`config.mk`:
```
export PLATFORM = sky130hd
export DESIGN_NAME = three_parallel_serializer
export DESIGN_NICKNAME = d
export VERILOG_FILES = /design/src/rtl/three_parallel_serializer.sv
export SDC_FILE = /design/constraint.sdc
export NUM_CORES = 1
export LEC_CHECK = 0
export CORE_MARGIN = 4
export CORE_UTILIZATION = 32
export CTS_CLUSTER_DIAMETER = 40
export CTS_CLUSTER_SIZE = 16
export DETAILED_ROUTE_END_ITERATION = 12
export GPL_ROUTABILITY_DRIVEN = 0
export HOLD_SLACK_MARGIN = 0.08
export PLACE_DENSITY_LB_ADDON = 0.25
export SLEW_MARGIN = 20
export SYNTH_ARGS = -nofsm -noshare
export SYNTH_HDL_FRONTEND = slang
export SYNTH_SLANG_ARGS = --single-unit
```
`constraint.sdc`:
```
create_clock -name clk_i -period 11 [get_ports clk_i]
set_clock_uncertainty 0.15 [all_clocks]
set_input_delay 2.2 -clock clk_i [delete_from_list [all_inputs] [get_ports clk_i]]
set_output_delay 2.2 -clock clk_i [all_outputs]
set_load 0.1 [all_outputs]
```
`src/rtl/three_parallel_serializer.sv`:
```
// Serializes three-sample parallel filter blocks into one rounded, saturated
// sample per clock, with a small block FIFO and valid/ready on both sides.
module three_parallel_serializer #(
  parameter int IN_W  = 64,
  parameter int OUT_W = 16,
  parameter int SHIFT = 15,
  parameter int DEPTH = 2
) (
  input  logic                    clk_i,
  input  logic                    rst_ni,
  input  logic signed [IN_W-1:0]  din1_i,
  input  logic signed [IN_W-1:0]  din2_i,
  input  logic signed [IN_W-1:0]  din3_i,
  input  logic                    in_valid_i,
  output logic                    in_ready_o,
  output logic signed [OUT_W-1:0] dout_o,
  output logic                    out_valid_o,
  input  logic                    out_ready_i,
  output logic [1:0]              out_phase_o,
  output logic                    out_last_o,
  output logic [15:0]             sat_cnt_o
);

  localparam int CNT_W = $clog2(DEPTH + 1);
  localparam int PTR_W = (DEPTH > 1) ? $clog2(DEPTH) : 1;

  // Constants are IN_W+1 wide so the rounding add never overflows.
  localparam logic signed [IN_W:0] RND   = $signed((IN_W+1)'(1) << (SHIFT - 1));
  localparam logic signed [IN_W:0] MAX_V = $signed({{(IN_W-OUT_W+2){1'b0}}, {(OUT_W-1){1'b1}}});
  localparam logic signed [IN_W:0] MIN_V = $signed({{(IN_W-OUT_W+2){1'b1}}, {(OUT_W-1){1'b0}}});

  typedef enum logic {
    OREG_EMPTY = 1'b0,
    OREG_FULL  = 1'b1
  } oreg_state_e;

  oreg_state_e             oreg_q, oreg_d;
  logic [PTR_W-1:0]        wr_ptr_q, wr_ptr_d;
  logic [PTR_W-1:0]        rd_ptr_q, rd_ptr_d;
  logic [CNT_W-1:0]        count_q, count_d;
  logic [1:0]              rd_phase_q, rd_phase_d;
  logic signed [OUT_W-1:0] dout_q, dout_d;
  logic [1:0]              out_phase_q, out_phase_d;
  logic                    out_last_q, out_last_d;
  logic [15:0]             sat_cnt_q, sat_cnt_d;

  logic                    push, pop, load, consumed, fifo_empty;
  logic [IN_W-1:0]         lane_din [3];
  logic [2:0][OUT_W-1:0]   lane_conv;
  logic [2:0]              lane_clip;
  logic [OUT_W-1:0]        cur_conv;
  logic                    cur_clip;

  assign lane_din[0] = din1_i;
  assign lane_din[1] = din2_i;
  assign lane_din[2] = din3_i;

  assign fifo_empty = (count_q == '0);
  assign in_ready_o = (count_q < CNT_W'(DEPTH));
  assign push       = in_valid_i && in_ready_o;
  assign consumed   = (oreg_q == OREG_FULL) && out_ready_i;
  assign load       = ((oreg_q == OREG_EMPTY) || out_ready_i) && !fifo_empty;
  assign pop        = load && (rd_phase_q == 2'd2);

  // One storage column per lane; every lane of the head entry is converted in
  // parallel and the current phase picks which result gets loaded.
  for (genvar gi = 0; gi < 3; gi++) begin : g_lane
    logic [IN_W-1:0]        mem [DEPTH];
    logic [IN_W-1:0]        head;
    logic signed [IN_W:0]   sum;
    logic signed [IN_W:0]   shr;
    logic                   over, under;

    always_ff @(posedge clk_i) begin
      if (push) begin
        mem[wr_ptr_q] <= lane_din[gi];
      end
    end

    assign head  = mem[rd_ptr_q];
    assign sum   = $signed({head[IN_W-1], head}) + RND;
    assign shr   = sum >>> SHIFT;
    assign over  = (shr > MAX_V);
    assign under = (shr < MIN_V);

    assign lane_clip[gi] = over || under;
    assign lane_conv[gi] = over  ? MAX_V[OUT_W-1:0] :
                           under ? MIN_V[OUT_W-1:0] :
                                   shr[OUT_W-1:0];
  end

  always_comb begin
    cur_conv = lane_conv[0];
    cur_clip = lane_clip[0];
    case (rd_phase_q)
      2'd1:    begin cur_conv = lane_conv[1]; cur_clip = lane_clip[1]; end
      2'd2:    begin cur_conv = lane_conv[2]; cur_clip = lane_clip[2]; end
      default: begin cur_conv = lane_conv[0]; cur_clip = lane_clip[0]; end
    endcase
  end

  always_comb begin
    oreg_d      = oreg_q;
    rd_phase_d  = rd_phase_q;
    dout_d      = dout_q;
    out_phase_d = out_phase_q;
    out_last_d  = out_last_q;
    sat_cnt_d   = sat_cnt_q;

    case (oreg_q)
      OREG_EMPTY: begin
        if (load) begin
          oreg_d = OREG_FULL;
        end
      end
      OREG_FULL: begin
        if (consumed && !load) begin
          oreg_d = OREG_EMPTY;
        end
      end
      default: oreg_d = OREG_EMPTY;
    endcase

    if (load) begin
      dout_d      = cur_conv;
      out_phase_d = rd_phase_q;
      out_last_d  = (rd_phase_q == 2'd2);
      rd_phase_d  = (rd_phase_q == 2'd2) ? 2'd0 : rd_phase_q + 2'd1;
      if (cur_clip && (sat_cnt_q != 16'hFFFF)) begin
        sat_cnt_d = sat_cnt_q + 16'd1;
      end
    end else if (consumed) begin
      // Drained: phase indicators return to idle, dout keeps its last value.
      out_phase_d = 2'd0;
      out_last_d  = 1'b0;
    end
  end

  always_comb begin
    wr_ptr_d = wr_ptr_q;
    rd_ptr_d = rd_ptr_q;
    count_d  = count_q;

    if (push) begin
      wr_ptr_d = (wr_ptr_q == PTR_W'(DEPTH - 1)) ? '0 : wr_ptr_q + PTR_W'(1);
    end
    if (pop) begin
      rd_ptr_d = (rd_ptr_q == PTR_W'(DEPTH - 1)) ? '0 : rd_ptr_q + PTR_W'(1);
    end

    case ({push, pop})
      2'b10:   count_d = count_q + CNT_W'(1);
      2'b01:   count_d = count_q - CNT_W'(1);
      default: count_d = count_q;
    endcase
  end

  always_ff @(posedge clk_i or negedge rst_ni) begin
    if (!rst_ni) begin
      oreg_q      <= OREG_EMPTY;
      wr_ptr_q    <= '0;
      rd_ptr_q    <= '0;
      count_q     <= '0;
      rd_phase_q  <= 2'd0;
      dout_q      <= '0;
      out_phase_q <= 2'd0;
      out_last_q  <= 1'b0;
      sat_cnt_q   <= 16'd0;
    end else begin
      oreg_q      <= oreg_d;
      wr_ptr_q    <= wr_ptr_d;
      rd_ptr_q    <= rd_ptr_d;
      count_q     <= count_d;
      rd_phase_q  <= rd_phase_d;
      dout_q      <= dout_d;
      out_phase_q <= out_phase_d;
      out_last_q  <= out_last_d;
      sat_cnt_q   <= sat_cnt_d;
    end
  end

  assign dout_o      = dout_q;
  assign out_valid_o = (oreg_q == OREG_FULL);
  assign out_phase_o = out_phase_q;
  assign out_last_o  = out_last_q;
  assign sat_cnt_o   = sat_cnt_q;

endmodule
```
[Yosys cells after proc, flatten, opt, wreduce, memory -nomap -nowiden]
Memory sizes are Yosys's and may differ from the RTL's.
Cells that the tools add are included.
Word-level totals
  memories kept: 3
  register bits: 42
  memory bits (writable): 384
  bits of input ports: 196
Memory list
  g_lane[0].mem: depth 2, width 64, read ports 1, clocked after Yosys merged registers in 0, write ports 1, line 68  | logic [IN_W-1:0] mem [DEPTH];
  g_lane[1].mem: depth 2, width 64, read ports 1, clocked after Yosys merged registers in 0, write ports 1, line 68
  g_lane[2].mem: depth 2, width 64, read ports 1, clocked after Yosys merged registers in 0, write ports 1, line 68
Cells by class
  bitwise operators: 1
  reduce and logical (&&, ||, !) cells: 16
  $add $sub $neg: 9
  multiplexer cells: 21
  magnitude comparators: 7
  equality and inequality tests: 5
Operators by type and width (count)
  64-bit by 16-bit adder with 65-bit output, second input constant: 3
  50-bit by 16-bit greater-than comparator with 1-bit output, second input constant: 3
  50-bit by 16-bit less-than comparator with 1-bit output, second input constant: 3
  16-bit 2-to-1 mux: 6
  16-bit case mux with 2 select lines: 1
  16-bit by 1-bit adder with 16-bit output, second input constant: 1
  16-bit != test, second input constant: 1
  1-bit 2-to-1 mux: 8
  1-bit logical AND: 6
  2-bit 2-to-1 mux: 3
  2-bit by 1-bit adder with 2-bit output, second input constant: 2
  2-bit by 1-bit == test with 1-bit output, second input constant: 2
  2-bit == test, second input constant: 2
  1-bit logical OR: 4
  1-bit case mux with 2 select lines: 2
  2-bit case mux with 2 select lines: 1
  2-bit nonzero test: 2
  1-bit adder, second input constant: 2
  1-bit zero test: 2
  2-bit zero test: 1
  2-bit less-than comparator, second input constant: 1
  2-bit AND reduction: 1
  2-bit by 1-bit subtractor with 2-bit output, second input constant: 1
  1-bit inverter: 1

[Longest topological paths before layout]
  word-level depth: 7
  mapped depth: 29
  gate-level depth less buffers: 13

[Worst setup path before layout]
OpenSTA, ideal clock, no wires.
  path type: input -> register
  start point: in in_valid_i
  end point: mem g_lane[0].mem[0][14] (enable)
  path slack: 1.595 ns
  stages: 2
  arrival: 8.592 ns
  library setup time: 0.662 ns
  cell sequence: nand2_1 > nor2_1
Between the ends
  longest elaborated chain between the ends: 3
Ends and longest elaborated chain
  start, declared: line 14  | input logic in_valid_i,
  1-bit logical AND: line 60  | assign push = in_valid_i && in_ready_o;
  1-bit 2-to-1 mux: line 75  | if (push) begin
  1-bit 2-to-1 mux (implied by the code): line 76  | mem[wr_ptr_q] <= lane_din[gi];
  end, declared: line 68
Every way passes these cells.

[Final worst setup path]
  start point: reg rd_ptr_q
  end point: reg sat_cnt_q[1] (netlist: sat_cnt_o[1])
Between the ends
  longest elaborated chain between the ends: 7
  elaborated cells on any way between the ends: 18
  those cells by class: add/sub (3); order compare (6); mux (1); reduce/logical (5); memory (3)
Ends and longest elaborated chain
  start, declared: line 39  | logic [PTR_W-1:0] rd_ptr_q, rd_ptr_d;
  start signal, assigned: line 172  | rd_ptr_q <= rd_ptr_d;
  memory 2 x 64 bit
  64-bit by 16-bit adder with 65-bit output: line 81  | assign sum = $signed({head[IN_W-1], head}) + RND;
  50-bit by 16-bit greater-than comparator with 1-bit output / 50-bit by 16-bit less-than comparator with 1-bit output (equally long branches): line 83, 84
  1-bit logical OR: line 86  | assign lane_clip[gi] = over || under;
  1-bit case mux with 2 select lines (*): line 95  | case (rd_phase_q)
  1-bit logical AND (*): line 129  | if (cur_clip && (sat_cnt_q != 16'hFFFF)) begin
  2-bit AND reduction (no source line) (*)
  end signal, assigned: line 178  | sat_cnt_q <= sat_cnt_d;
  end, declared: line 45  | logic [15:0] sat_cnt_q, sat_cnt_d;
Mark *: on every way between the ends. The rest lies on a longest branch, timed or not.
A chain may end at the register's enable or synchronous reset.

==> out/metrics.yaml <==
yosys:
  synthTopCellsByArea: "edfxtp_1, mux2i_1, dfrtp_1"
  synthCells: 1666
  syn_area_per_cell_um2: 11.6
  synthesis.area_um2: 19300
  async_reset_ff_share_pct: 12.3
  ys_ff_latch: 342
  synth_common_cells: "edfxtp_1, nand2_1, mux2i_1"
  yosys.area.top_type_share_pct: 46.8
  ys_seq_area_share_pct: 52.2
  synth-main-ff-cell: "edfxtp_1"
  synth.distinct_cells: 90
  syn_nets: 1870
  yosysWarnings: 0
  synth_area_leader_cell: "edfxtp_1"
  synth.most_common_cell: "edfxtp_1"
  synth_edf_count: 300
grt:
  grt_pass1_wl_um: 86400
  grt.overflow.total: 0
  antenna_found_initial: 2
  grt_pass1_vias: 14600
  grt_max_degree: 191
  grt.total_usage_pct: 17.2
cts:
  clockBufferDepth: 3
  cts_tree: "done"
  clockRootBuffer: "clkbuf_16"
  clk_latency_ps: 590
  cts_buffers: 54
  cts_max_level: 2
  cts-hold-fix-buffers: 0
  cts_setup_buffers: 0
  cts_sinks: 342
  clkSlewWorstSetupHoldPaths_ps: 50
  postCtsResizedCells: 0
setup_path:
  cp.arrival_ps: 7270
  crit_path_end_kind: "flip-flop"
  worst_setup_path_start_kind: "flip-flop"
  path_class: "reg2reg"
  critPathMaxFanout: 190
  required_ps: 11320
  reg2reg_slack_ps: 4040
timing:
  fin_crit_ps: 6960
  fmax_mhz: 144
  setup_viol: 0
  worst_slew_pin_slew_ps: 1100
  rsz0062_at_grt: "false"
  finalSetupTns_ps: 0
  post-route-period-util_pct: 63.2
  hold_viol: 0
  report.final.slew_viol_count: 0
  slew_headroom_pct: 26.7
placed_design:
  hpwl_um: 42800
  port_buffers: 190
power:
  pwr-share-comb_pct: 39.0
  power_density_nw_per_um2: 252
  p_seq_share_pct: 32.3
  vdd_drop_max_mv: 0.265
  clockPowerShare_pct: 28.7
  switchingPower_mw: 2.40
  intPower_mw: 3.58
  leakagePower_nw: 7.98
  p_sw_share_pct: 40.2
floorplan:
  initial_utilization_pct: 32.5
  ios: 233
  fp-row-count: 89
  dieArea_um2: 64200
  die_h_um: 253
  core_um2: 59200
  die_x_um: 253
routing:
  drc: 0
  avgViaCountPerCell: 5.58
  routed_wl_um: 57100
  routedWlPerCell_um: 21.3
  highest_layer: "met5"
  wl_met2_um: 26200
  m1WireLength_um: 26000
  ant_nets: 0
  vias: 15000
  met3WireLength_um: 3680
  drtIter0Drc: 1334
  first_pass_iters: 6
cells_and_area:
  final_nets: 2070
  drive_above_1_share_pct: 8.95
  synthToLayoutAreaGrowth_pct: 23.5
  antenna-diode-count: 0
  utilization_pct: 40.1
run:
  cap_violations: 0
run_status:
  status: "completed"
hold_path:
  min_path_type: "reg2reg"
[logic make-up (layout without fill, tap and decap cells)]
| group | Yosys count | in the layout | share of synthesized area [%] |
|---|---|---|---|
| compound gates | 314 | 314 | 11.8 |
| fa+ha+maj | 8 | 8 | 0.520 |
| mux | 158 | 158 | 8.47 |
| buf+inv | 76 | 321 | 2.24 |
| flops | 342 | 342 | 52.2 |
| xor+xnor | 116 | 116 | 5.28 |
| simple gates | 652 | 652 | 19.4 |
[metal layers]
layer	track usage [%]	up-vias
li1	-	7061
met1	23.8	7325
met2	27.7	503
met3	3.61	92
met4	4.24	2
met5	0	-
[worst paths after layout]
kind / depth (start not counted) / end / start
min in group asynchronous: 1 / sat_cnt_o[9] / rst_ni
setup / recovery: 12 / sat_cnt_o[1] / rd_ptr_q
hold / removal: 1 / sat_cnt_o[13] / sat_cnt_o[13]
hold reg to reg: 1 / sat_cnt_o[13] / sat_cnt_o[13]
max in group asynchronous: 1 / rd_ptr_q / rst_ni
setup reg to reg: 12 / sat_cnt_o[1] / rd_ptr_q
[power by group through the flow]
stage / clock, mW / sequential [mW] / combinational (mW)
2_1_floorplan: 0 / 2.23 / 1.47
3_3_place_gp: 0 / 1.95 / 2.30
3_5_place_dp: 0 / 1.96 / 2.32
4_1_cts: 1.76 / 1.93 / 2.33
5_1_grt: 1.83 / 1.97 / 2.51
6_report: 1.72 / 1.93 / 2.33
[worst max-delay path, cell delays in order (launching register included)]
cell	delay, ps
dfrtp_4	900
buf_12	570
nand4_1	410
a22oi_1	690
nand4_1	460
nor3_1	390
mux2i_1	320
nand4_1	130
nor4b_1	730
a211oi_1	250
a2111oi_4	1000
or2_1	260
mux2_1	330
[through the flow]
step / cell area [um^2] / setup WS (ps) / hold WS [ps] / power, mW / instances
2_1_floorplan: 19300 / 1600 / 311 / 3.69 / 1666
3_3_place_gp: 21900 / 4160 / 335 / 4.25 / 2583
3_5_place_dp: 21900 / 4040 / 345 / 4.27 / 2583
4_1_cts: 23800 / 4030 / 356 / 6.02 / 2684
5_1_grt: 23800 / 3540 / 369 / 6.30 / 2684
6_report: 23800 / 4040 / 355 / 5.98 / 2684
[sequential cells by signal, summed over array words and instances, names as in the netlist, 2 cells and up]
name and count:
g_lane.mem 300, dout_o 16, sat_cnt_o 16, count_q 2
out_phase_o 2, rd_phase_q 2
[placed cells by master (no fill, tap or decap), types with 12 or more instances in the layout]
cell type        instances
nand3_1                117
nand3b_1                64
clkdlybuf4s50_1        189
nor4_1                  39
edfxtp_1               300
nand4_1                 64
clkbuf_16               54
a21oi_1                 64
a31oi_1                 21
o21ai_0                 41
nand2_1                126
a222oi_1                16
and2_1                  18
nor2_1                  52
xnor2_1                 59
xor2_1                  57
a211oi_1                14
nand4b_1                25
a21o_1                  12
and4_1                  13
dfrtp_1                 41
mux2i_1                119
buf_4                   16
and3_1                  20
mux2_2                  38
a22oi_1                 26
nor2b_1                 13
inv_1                   14
nor3_1                  38
[cell type report]
cell class              count  area [um^2]
fillers                  5743        35500
flip-flops and latches    342        10100
clock inverters            43          503
clock buffers              58         1370
repair buffers            206         2030
multi-input cells        1248         8790
inverters                  14         52.6
well taps                 773          967
Power figures use the tool's default switching activity.
